### config.mk
export PLATFORM = sky130hd
export DESIGN_NAME = rc4_ctrl
export DESIGN_NICKNAME = d
export VERILOG_FILES = /design/src/rtl/rc4_ctrl.sv
export SDC_FILE = /design/constraint.sdc
export NUM_CORES = 1
export LEC_CHECK = 0
export CAP_MARGIN = 10
export CORE_MARGIN = 4
export CORE_UTILIZATION = 25
export DETAILED_ROUTE_END_ITERATION = 12
export PLACE_DENSITY_LB_ADDON = 0.3
export SYNTH_ARGS = -nofsm -noshare
export SYNTH_HDL_FRONTEND = slang
export SYNTH_SLANG_ARGS = --single-unit
### constraint.sdc
create_clock -name clk -period 12.56 [get_ports clk]
set_input_delay 1.884 -clock clk [delete_from_list [all_inputs] [get_ports clk]]
set_output_delay 1.884 -clock clk [all_outputs]
set_load 0.02 [all_outputs]
### src/rtl/rc4_ctrl.sv
// rc4_ctrl: RC4 engine controller driving a 3-port S-box RAM.
// Each start re-initialises S to identity, runs the key schedule, then
// streams keystream bytes on a valid/ready interface.
// Optional feature: define RC4_DROP_EN to discard the first DROP_N bytes.
module rc4_ctrl #(
    parameter int MAX_KEY_BYTES = 16,
    parameter int DROP_N        = 256
) (
    input  logic                               clk,
    input  logic                               rst_n,
    input  logic                               start,
    input  logic                               stop,
    input  logic [8*MAX_KEY_BYTES-1:0]         key,
    input  logic [$clog2(MAX_KEY_BYTES+1)-1:0] key_len,
    output logic                               cfg_err,
    output logic                               busy,
    output logic [7:0]                         ks_data,
    output logic                               ks_valid,
    input  logic                               ks_ready,
    output logic [7:0]                         ram_raddr1,
    input  logic [7:0]                         ram_rdata1,
    output logic [7:0]                         ram_addr3,
    input  logic [7:0]                         ram_rdata3,
    output logic [7:0]                         ram_waddr2,
    output logic [7:0]                         ram_wdata2,
    output logic [7:0]                         ram_wdata3,
    output logic                               ram_wen
);

    localparam int KLW = $clog2(MAX_KEY_BYTES + 1);

    if (MAX_KEY_BYTES < 1) begin : g_bad_key_bytes
        $error("rc4_ctrl: MAX_KEY_BYTES must be at least 1");
    end
    if (DROP_N < 0) begin : g_bad_drop_n
        $error("rc4_ctrl: DROP_N must not be negative");
    end

    typedef enum logic [2:0] {
        S_IDLE, S_INIT, S_KSA_RD, S_KSA_SW,
        S_PG_RD, S_PG_SW, S_PG_OUT, S_PG_HOLD
    } state_t;

    state_t                     r_state;
    logic [7:0]                 r_i;
    logic [7:0]                 r_j;
    logic [KLW-1:0]             r_k;
    logic [KLW-1:0]             r_key_len;
    logic [8*MAX_KEY_BYTES-1:0] r_key;
    logic [7:0]                 r_si;
    logic [7:0]                 r_sj;
    logic [7:0]                 r_ks_data;
    logic                       r_ks_valid;
    logic                       r_cfg_err;

    logic                       w_len_ok;
    logic [7:0]                 w_key_byte;
    logic [KLW-1:0]             w_k_next;
    logic                       w_wen;

`ifdef RC4_DROP_EN
    localparam int DW = $clog2(DROP_N + 2);
    logic [DW-1:0]              r_drop_cnt;
`endif

    assign w_len_ok = (key_len != '0) && (key_len <= KLW'(MAX_KEY_BYTES));
    // Key index wraps at key_len-1, avoiding a modulo divider.
    assign w_k_next = (r_k == r_key_len - 1'b1) ? '0 : r_k + 1'b1;

    // Select key byte r_k from the latched key vector.
    always_comb begin
        w_key_byte = '0;
        for (int unsigned n = 0; n < MAX_KEY_BYTES; n++) begin
            if (r_k == n[KLW-1:0]) w_key_byte = r_key[8*n +: 8];
        end
    end

    // RAM addresses, write data and write enable decoded from state/counters.
    always_comb begin
        ram_raddr1 = '0;
        ram_addr3  = '0;
        ram_waddr2 = '0;
        ram_wdata2 = '0;
        ram_wdata3 = '0;
        w_wen      = 1'b0;
        case (r_state)
            S_INIT: begin
                ram_waddr2 = {r_i[6:0], 1'b0};
                ram_wdata2 = {r_i[6:0], 1'b0};
                ram_addr3  = {r_i[6:0], 1'b1};
                ram_wdata3 = {r_i[6:0], 1'b1};
                w_wen      = 1'b1;
            end
            S_KSA_RD, S_PG_RD: ram_addr3 = r_i;
            S_KSA_SW, S_PG_SW: begin
                ram_raddr1 = r_j;
                ram_addr3  = r_i;
                ram_waddr2 = r_j;
                ram_wdata2 = ram_rdata3;
                ram_wdata3 = ram_rdata1;
                w_wen      = 1'b1;
            end
            S_PG_OUT: ram_raddr1 = r_si + r_sj;
            default: ;
        endcase
    end

    // A stop in flight suppresses the write of the current cycle.
    assign ram_wen  = w_wen & ~stop;
    assign busy     = (r_state != S_IDLE);
    assign ks_data  = r_ks_data;
    assign ks_valid = r_ks_valid;
    assign cfg_err  = r_cfg_err;

    // Controller FSM: INIT -> KSA -> PRGA with stop/abort handling.
    always_ff @(posedge clk) begin
        if (!rst_n) begin
            r_state    <= S_IDLE;
            r_i        <= '0;
            r_j        <= '0;
            r_k        <= '0;
            r_key_len  <= '0;
            r_key      <= '0;
            r_si       <= '0;
            r_sj       <= '0;
            r_ks_data  <= '0;
            r_ks_valid <= 1'b0;
            r_cfg_err  <= 1'b0;
`ifdef RC4_DROP_EN
            r_drop_cnt <= '0;
`endif
        end else begin
            r_cfg_err <= 1'b0;
            if (stop && r_state != S_IDLE) begin
                r_state    <= S_IDLE;
                r_ks_valid <= 1'b0;
                r_ks_data  <= '0;
            end else begin
                case (r_state)
                    S_IDLE: begin
                        if (start && !stop) begin
                            if (w_len_ok) begin
                                r_key     <= key;
                                r_key_len <= key_len;
                                r_i       <= '0;
                                r_j       <= '0;
                                r_k       <= '0;
`ifdef RC4_DROP_EN
                                r_drop_cnt <= '0;
`endif
                                r_state   <= S_INIT;
                            end else begin
                                r_cfg_err <= 1'b1;
                            end
                        end
                    end
                    S_INIT: begin
                        if (r_i[6:0] == 7'd127) begin
                            r_i     <= '0;
                            r_state <= S_KSA_RD;
                        end else begin
                            r_i <= r_i + 1'b1;
                        end
                    end
                    S_KSA_RD: begin
                        r_j     <= r_j + ram_rdata3 + w_key_byte;
                        r_state <= S_KSA_SW;
                    end
                    S_KSA_SW: begin
                        r_k <= w_k_next;
                        if (r_i == 8'hFF) begin
                            r_i     <= 8'd1;
                            r_j     <= '0;
                            r_state <= S_PG_RD;
                        end else begin
                            r_i     <= r_i + 1'b1;
                            r_state <= S_KSA_RD;
                        end
                    end
                    S_PG_RD: begin
                        r_si    <= ram_rdata3;
                        r_j     <= r_j + ram_rdata3;
                        r_state <= S_PG_SW;
                    end
                    S_PG_SW: begin
                        r_sj    <= ram_rdata1;
                        r_state <= S_PG_OUT;
                    end
                    S_PG_OUT: begin
`ifdef RC4_DROP_EN
                        if (r_drop_cnt != DW'(DROP_N)) begin
                            r_drop_cnt <= r_drop_cnt + 1'b1;
                            r_i        <= r_i + 1'b1;
                            r_state    <= S_PG_RD;
                        end else begin
                            r_ks_data  <= ram_rdata1;
                            r_ks_valid <= 1'b1;
                            r_state    <= S_PG_HOLD;
                        end
`else
                        r_ks_data  <= ram_rdata1;
                        r_ks_valid <= 1'b1;
                        r_state    <= S_PG_HOLD;
`endif
                    end
                    S_PG_HOLD: begin
                        if (ks_ready) begin
                            r_ks_valid <= 1'b0;
                            r_i        <= r_i + 1'b1;
                            r_state    <= S_PG_RD;
                        end
                    end
                    default: r_state <= S_IDLE;
                endcase
            end
        end
    end

endmodule

* After elaboration in Yosys (flattened, before gate mapping) *
Cells that the tools add are included.

storage, ports and cells
  word-level logic and storage cells = 122
  memory bits (writable) = 0
  memories = 0
  output and inout bits = 52
  bits in read-only memories = 0
  bits in registers = 183
  input bits = 154
  latch bits = 0

cells by class
  bitwise operators = 6
  shifts and indexed selects = 0
  reductions and logical operators = 25
  equality and inequality tests = 30
  add/subtract/negate cells = 6
  $lt $le $gt $ge = 1
  mux-type cells = 43
  divide/modulo/power cells = 0
  $mul = 0

operators with widths
  operator                                        number
  two-way mux 8 bit                               22
  one-hot mux 8 bit (2 select lines)              5
  one-hot mux 8 bit (4 select lines)              2
  == test 5 x 4 -> 1 bit (second input constant)  8
  adder 8 bit                                     3
  one-hot mux 3 bit (8 select lines)              1
  == test 5 x 3 -> 1 bit (second input constant)  4
  two-way mux 3 bit                               5
  two-way mux 5 bit                               3
  == test 3 bit (second input constant)           4
  AND reduction 4 bit                             3
  == test 5 x 2 -> 1 bit (second input constant)  2
  inequality test 2 bit (second input constant)   5
  one-hot mux 5 bit (2 select lines)              1
  AND reduction 5 bit                             2
  adder 8 x 1 -> 8 bit (second input constant)    1
  == test 8 bit (second input constant)           1
  nonzero test 4 bit                              2
  OR reduction 4 bit                              2
  == test 7 bit (second input constant)           1
  == test 3 x 2 -> 1 bit (second input constant)  2
  AND reduction 2 bit                             3
  adder 5 x 1 -> 5 bit (second input constant)    1
  == test 5 x 1 -> 1 bit (second input constant)  1
  17 further kinds                                27

* Logic depth before layout (Yosys ltp) *
  word-level depth = 19
  mapped depth = 21
  depth with buffers taken out = 18

* Worst setup path before layout *
No wires, ideal clock.

  path type = register to register
  start = register r_k[0]
  end = register r_j[7]
  data arrival time = 4.267 ns
  clock period less this slack = 4.330 ns
  buffers on the path = 4
  data required time = 12.498 ns
  setup time = 0.062 ns
  path slack = 8.230 ns
  stages on the path, launching flop included = 20
  path through = dfxtp_1 -> ha_1 -> clkbuf_1 -> buf_1 -> clkbuf_1 -> and3_1 -> ha_1 -> clkbuf_1 -> nand2_1 -> o21ai_0 -> o2111ai_1 -> o21ai_0 -> ha_1 -> a21o_1 -> a21oi_1 -> o21bai_1 -> a2111o_1 -> a21oi_1 -> or3b_1 -> nand3_1

between the ends
  cells in the longest elaborated chain, start to end = 19
  elaborated cells between the ends (all ways) = 34
  those cells by class = 1 x add/sub; 15 x eq/ne; 17 x mux; 1 x reduce/logical

RTL lines
  element                               line  source
  start: declaration                    47    logic [KLW-1:0] r_k;
  start signal: assignment              170   r_k <= w_k_next;
  zero test 5 bit                       74    if (r_k == n[KLW-1:0]) w_key_byte = r_key[8*n +: 8];
  two-way mux 8 bit (15 in series)      74
  two-way mux 8 bit *                   74
  adder 8 bit *                         166   r_j <= r_j + ram_rdata3 + w_key_byte;
  one-hot mux 8 bit (4 select lines) *  139   case (r_state)
  end signal: assignment                166
  end signal: assignment                182   r_j <= r_j + ram_rdata3;
  end: declaration                      46    logic [7:0] r_j;

Mark *: on every way between the ends. The rest lies on a longest branch, timed or not.
A chain may end at the register's enable or synchronous reset.

* Worst setup path after layout *
  start = input port ram_rdata3[1]
  end = output port ram_wdata2[1]

between the ends
  cells in the longest elaborated chain, start to end = 1

RTL lines
  element                             line  source
  start: declaration                  23    input logic [7:0] ram_rdata3,
  one-hot mux 8 bit (2 select lines)  86    case (r_state)
  end: declaration                    25    output logic [7:0] ram_wdata2,

Every way passes these cells.

==> results_dict.tcl <==
set metrics [dict create \
    cap_violations 0 \
    cts_resized 0 \
    synth_ff_type "dfxtp_1" \
    slowest_stage "clkdlybuf4s50_1" \
    peakVddDrop_mv 0.0729 \
    synth.area.top_cells "dfxtp_1, nand2_1, a21boi_0, a21oi_1, ha_1" \
    finalNonFillerCells 2064 \
    combPwrFrac_pct 11.6 \
    ctsHtreeMaxLevel 4 \
    crit_fanout 5 \
    hold_path_depth 2 \
    fin_crit_ps 5490 \
    setup.worst_path.start_class "input pin" \
    drc_errors 0 \
    grt_pass1_vias 9917 \
    async_reset_ff_share_pct 0 \
    final_nets 1711 \
    hpwl_um 26500 \
    drtAntennaViolNets 0 \
    pin_count 206 \
    final.setup.tns_ps 0 \
    drtPass1Iterations 7 \
    die_width_um 210 \
    post_drt_wl_per_cell_um 17.4 \
    finish.utilization_pct 33.0 \
    dr.first_iter.drc_count 879 \
    cpPeakStageDelay_ps 650 \
    seqPwrFrac_pct 46.0 \
    total_power_uw 1330 \
    root_buffer "clkbuf_16" \
    worst-path-stages 6 \
    vias 10204 \
    swShare_pct 25.9 \
    end_kind "output port" \
    cts_buffers 17 \
    grt.overflow.total 0 \
    grt_pass1_wl_um 55900 \
    placed_cells 2032 \
    setup_violations 0 \
    yosysWarnings 0 \
    placed_cell_area_um2 12600 \
    worst_slew_pin_slew_ps 1080 \
    syn-num-nets 1575 \
    antenna_found_initial 1 \
    die_h_um 210 \
    grt_start_max_net_pins 101 \
    synth-seq-area-share_pct 35.8 \
    critPathTopFamily "buffers and inverters" \
    drive_above_1_share_pct 3.51 \
    path_cells "clkdlybuf4s50_1 > nand2_1 > a21oi_1 > a21oi_1 > nor2_1 > clkdlybuf4s50_1" \
    relSlewSlack_pct 28.3 \
    cts_buffer_depth 2 \
    ys_types 70 \
    timing.final.crit_share_pct 43.7 \
    synth-edff-count 0 \
    tritoncts "built" \
    gp_congestion 0.897 \
    core_um2 40100 \
    drv_slew 0 \
    internal-power_uw 984 \
    critPathKind "input pin to output port" \
    yosys.area.top_type "dfxtp_1" \
    synthToLayoutAreaGrowth_pct 29.3 \
    die_area_um2 44300 \
    ys_ff_latch 183 \
    outcome "completed" \
    p_switching_uw 345 \
    drt-total-wl_um 35900 \
    worstPathArrival_ps 3600 \
    finalClockSkew_ps 14.9 \
    start_util_pct 25.6 \
    reg2reg_depth 17 \
    hold_viol 0 \
    path_buf_inv 2 \
    numPortBuffers 205 \
    post_cts_buffers 0 \
    path_clk_slew_ps 70 \
    syn-cell-area_um2 10200 \
    insertion_delay_ps 440 \
    clock.fmax_ghz 0.182 \
    cts_sinks 183 \
    syn_avg_cell_area_um2 7.37 \
    rows 73 \
    pwr-share-clk_pct 42.4 \
    cts_hold_buf 0 \
    cellLeakagePower_uw 0.00456 \
    grt.total_usage_pct 15.7 \
    hold_class "register to register" \
    antenna_cells 0 \
    rsz0062_at_grt "no" \
    viasPerCell 4.94 \
    syn_inst 1390 \
    design_area_um2 13200 \
    powerDensity_nw_per_um2 100 \
    yosys.area.top_type_share_pct 35.8 \
    crit_required_ps 10680 \
]
-- metrics by stage --
step | hold WS, ps | worst slack [ps]
after floorplan | 438 | 8230
after global placement | 443 | 7130
after detailed placement | 448 | 7100
after CTS | 457 | 7090
after global routing | 483 | 6790
final | 454 | 7070
-- path summary, 6_finish.rpt --
check | startpoint | endpoint | slack, ps
worst max-delay path | ram_rdata3[1] | ram_wdata2[1] | 7070
worst min register to register | ks_data[1] | ks_data[1] | 450
worst min-delay path | ks_data[1] | ks_data[1] | 450
worst max register to register | r_k[0] | r_j[7] | 7790
-- tightest hold or removal path, stage by stage, from the launching register on --
cell and delay, ps:
dfxtp_1 310, nand2_1 50, a21oi_1 50
-- cell families after synthesis --
| logic type | Yosys count | share of synthesized area, % |
|---|---|---|
| DFF | 183 | 35.8 |
| xor gates and xnor gates | 27 | 2.31 |
| muxes | 2 | 0.195 |
| buffers and inverters | 126 | 4.97 |
| AOI/OAI and AO/OA | 449 | 29.6 |
| adders and majority gates | 31 | 4.01 |
| and+or+nand+nor | 572 | 23.1 |
-- flip-flops by register name, indices dropped and copies added, names as in the netlist --
register,cells
ks_data,8
r_si,8
cfg_err,1
r_key,128
r_i,8
r_key_len,5
r_j,8
r_k,5
r_state,3
r_sj,8
ks_valid,1
-- layout by cell type (no fill, tap or decap), types with 7 or more instances in the layout --
cell type and n:
xnor2_1 19, o211ai_1 12, buf_4 13, xor2_1 8
nor3_1 8, nand3_1 19, clkdlybuf4s50_1 204, inv_1 25
o21ai_0 60, o22ai_1 14, dfxtp_1 183, and3_1 9
nor2b_1 9, a31oi_1 15, nor2_1 69, a22oi_1 17
nand2_1 420, a211oi_1 9, ha_1 28, a221oi_1 8
a21o_1 7, a21boi_0 154, o211a_1 11, a21oi_1 97
clkbuf_16 17
-- power by group through the flow --
stage                     Clock, µW  Combinational (µW)  Sequential [µW]
after floorplan                   0                79.5              619
after detailed placement          0                 155              624
after global routing            604                 171              613
after global placement            0                 153              624
final                           564                 154              611
after CTS                       583                 156              610
-- final cells by class --
class                           instances  area, µm²
Clock buffer                           19        443
Sequential cell                       183       3660
Timing Repair Buffer                  217       2140
Clock inverter                         13        165
Inverter                               26       97.6
Multi-Input combinational cell       1081       6080
Fill cell                            4294      26800
Tap cell                              525        657
-- routing by layer --
layer	GRT usage, %	part of all wire, %	routed length (µm)	up-vias
li1	-	-	-	5066
met1	21.5	46	16500	4773
met2	25.7	46	16600	332
met3	3.29	6.5	2320	31
met4	3.67	1.4	492	2
met5	0	0.036	13	-
-- synth_stat cells, drive strengths merged (3+ instances only) --
cell	number
nand3	19
o22ai	15
dfxtp	183
a21oi	97
clkbuf	70
a21o	7
nor2	70
nand2	421
xnor2	19
o211ai	12
and2	6
ha	28
a211oi	9
a22oi	17
xor2	8
nand4	4
a32oi	3
o211a	11
inv	25
o21bai	6
nor2b	9
o21ai	60
fa	3
or3b	4
a21boi	156
a32o	5
nand2b	3
and3	9
buf	30
or3	4
a31oi	15
a311oi	3
o2bb2ai	3
and3b	4
a221oi	8
nor3	8
(Power assumes the default switching activity.)
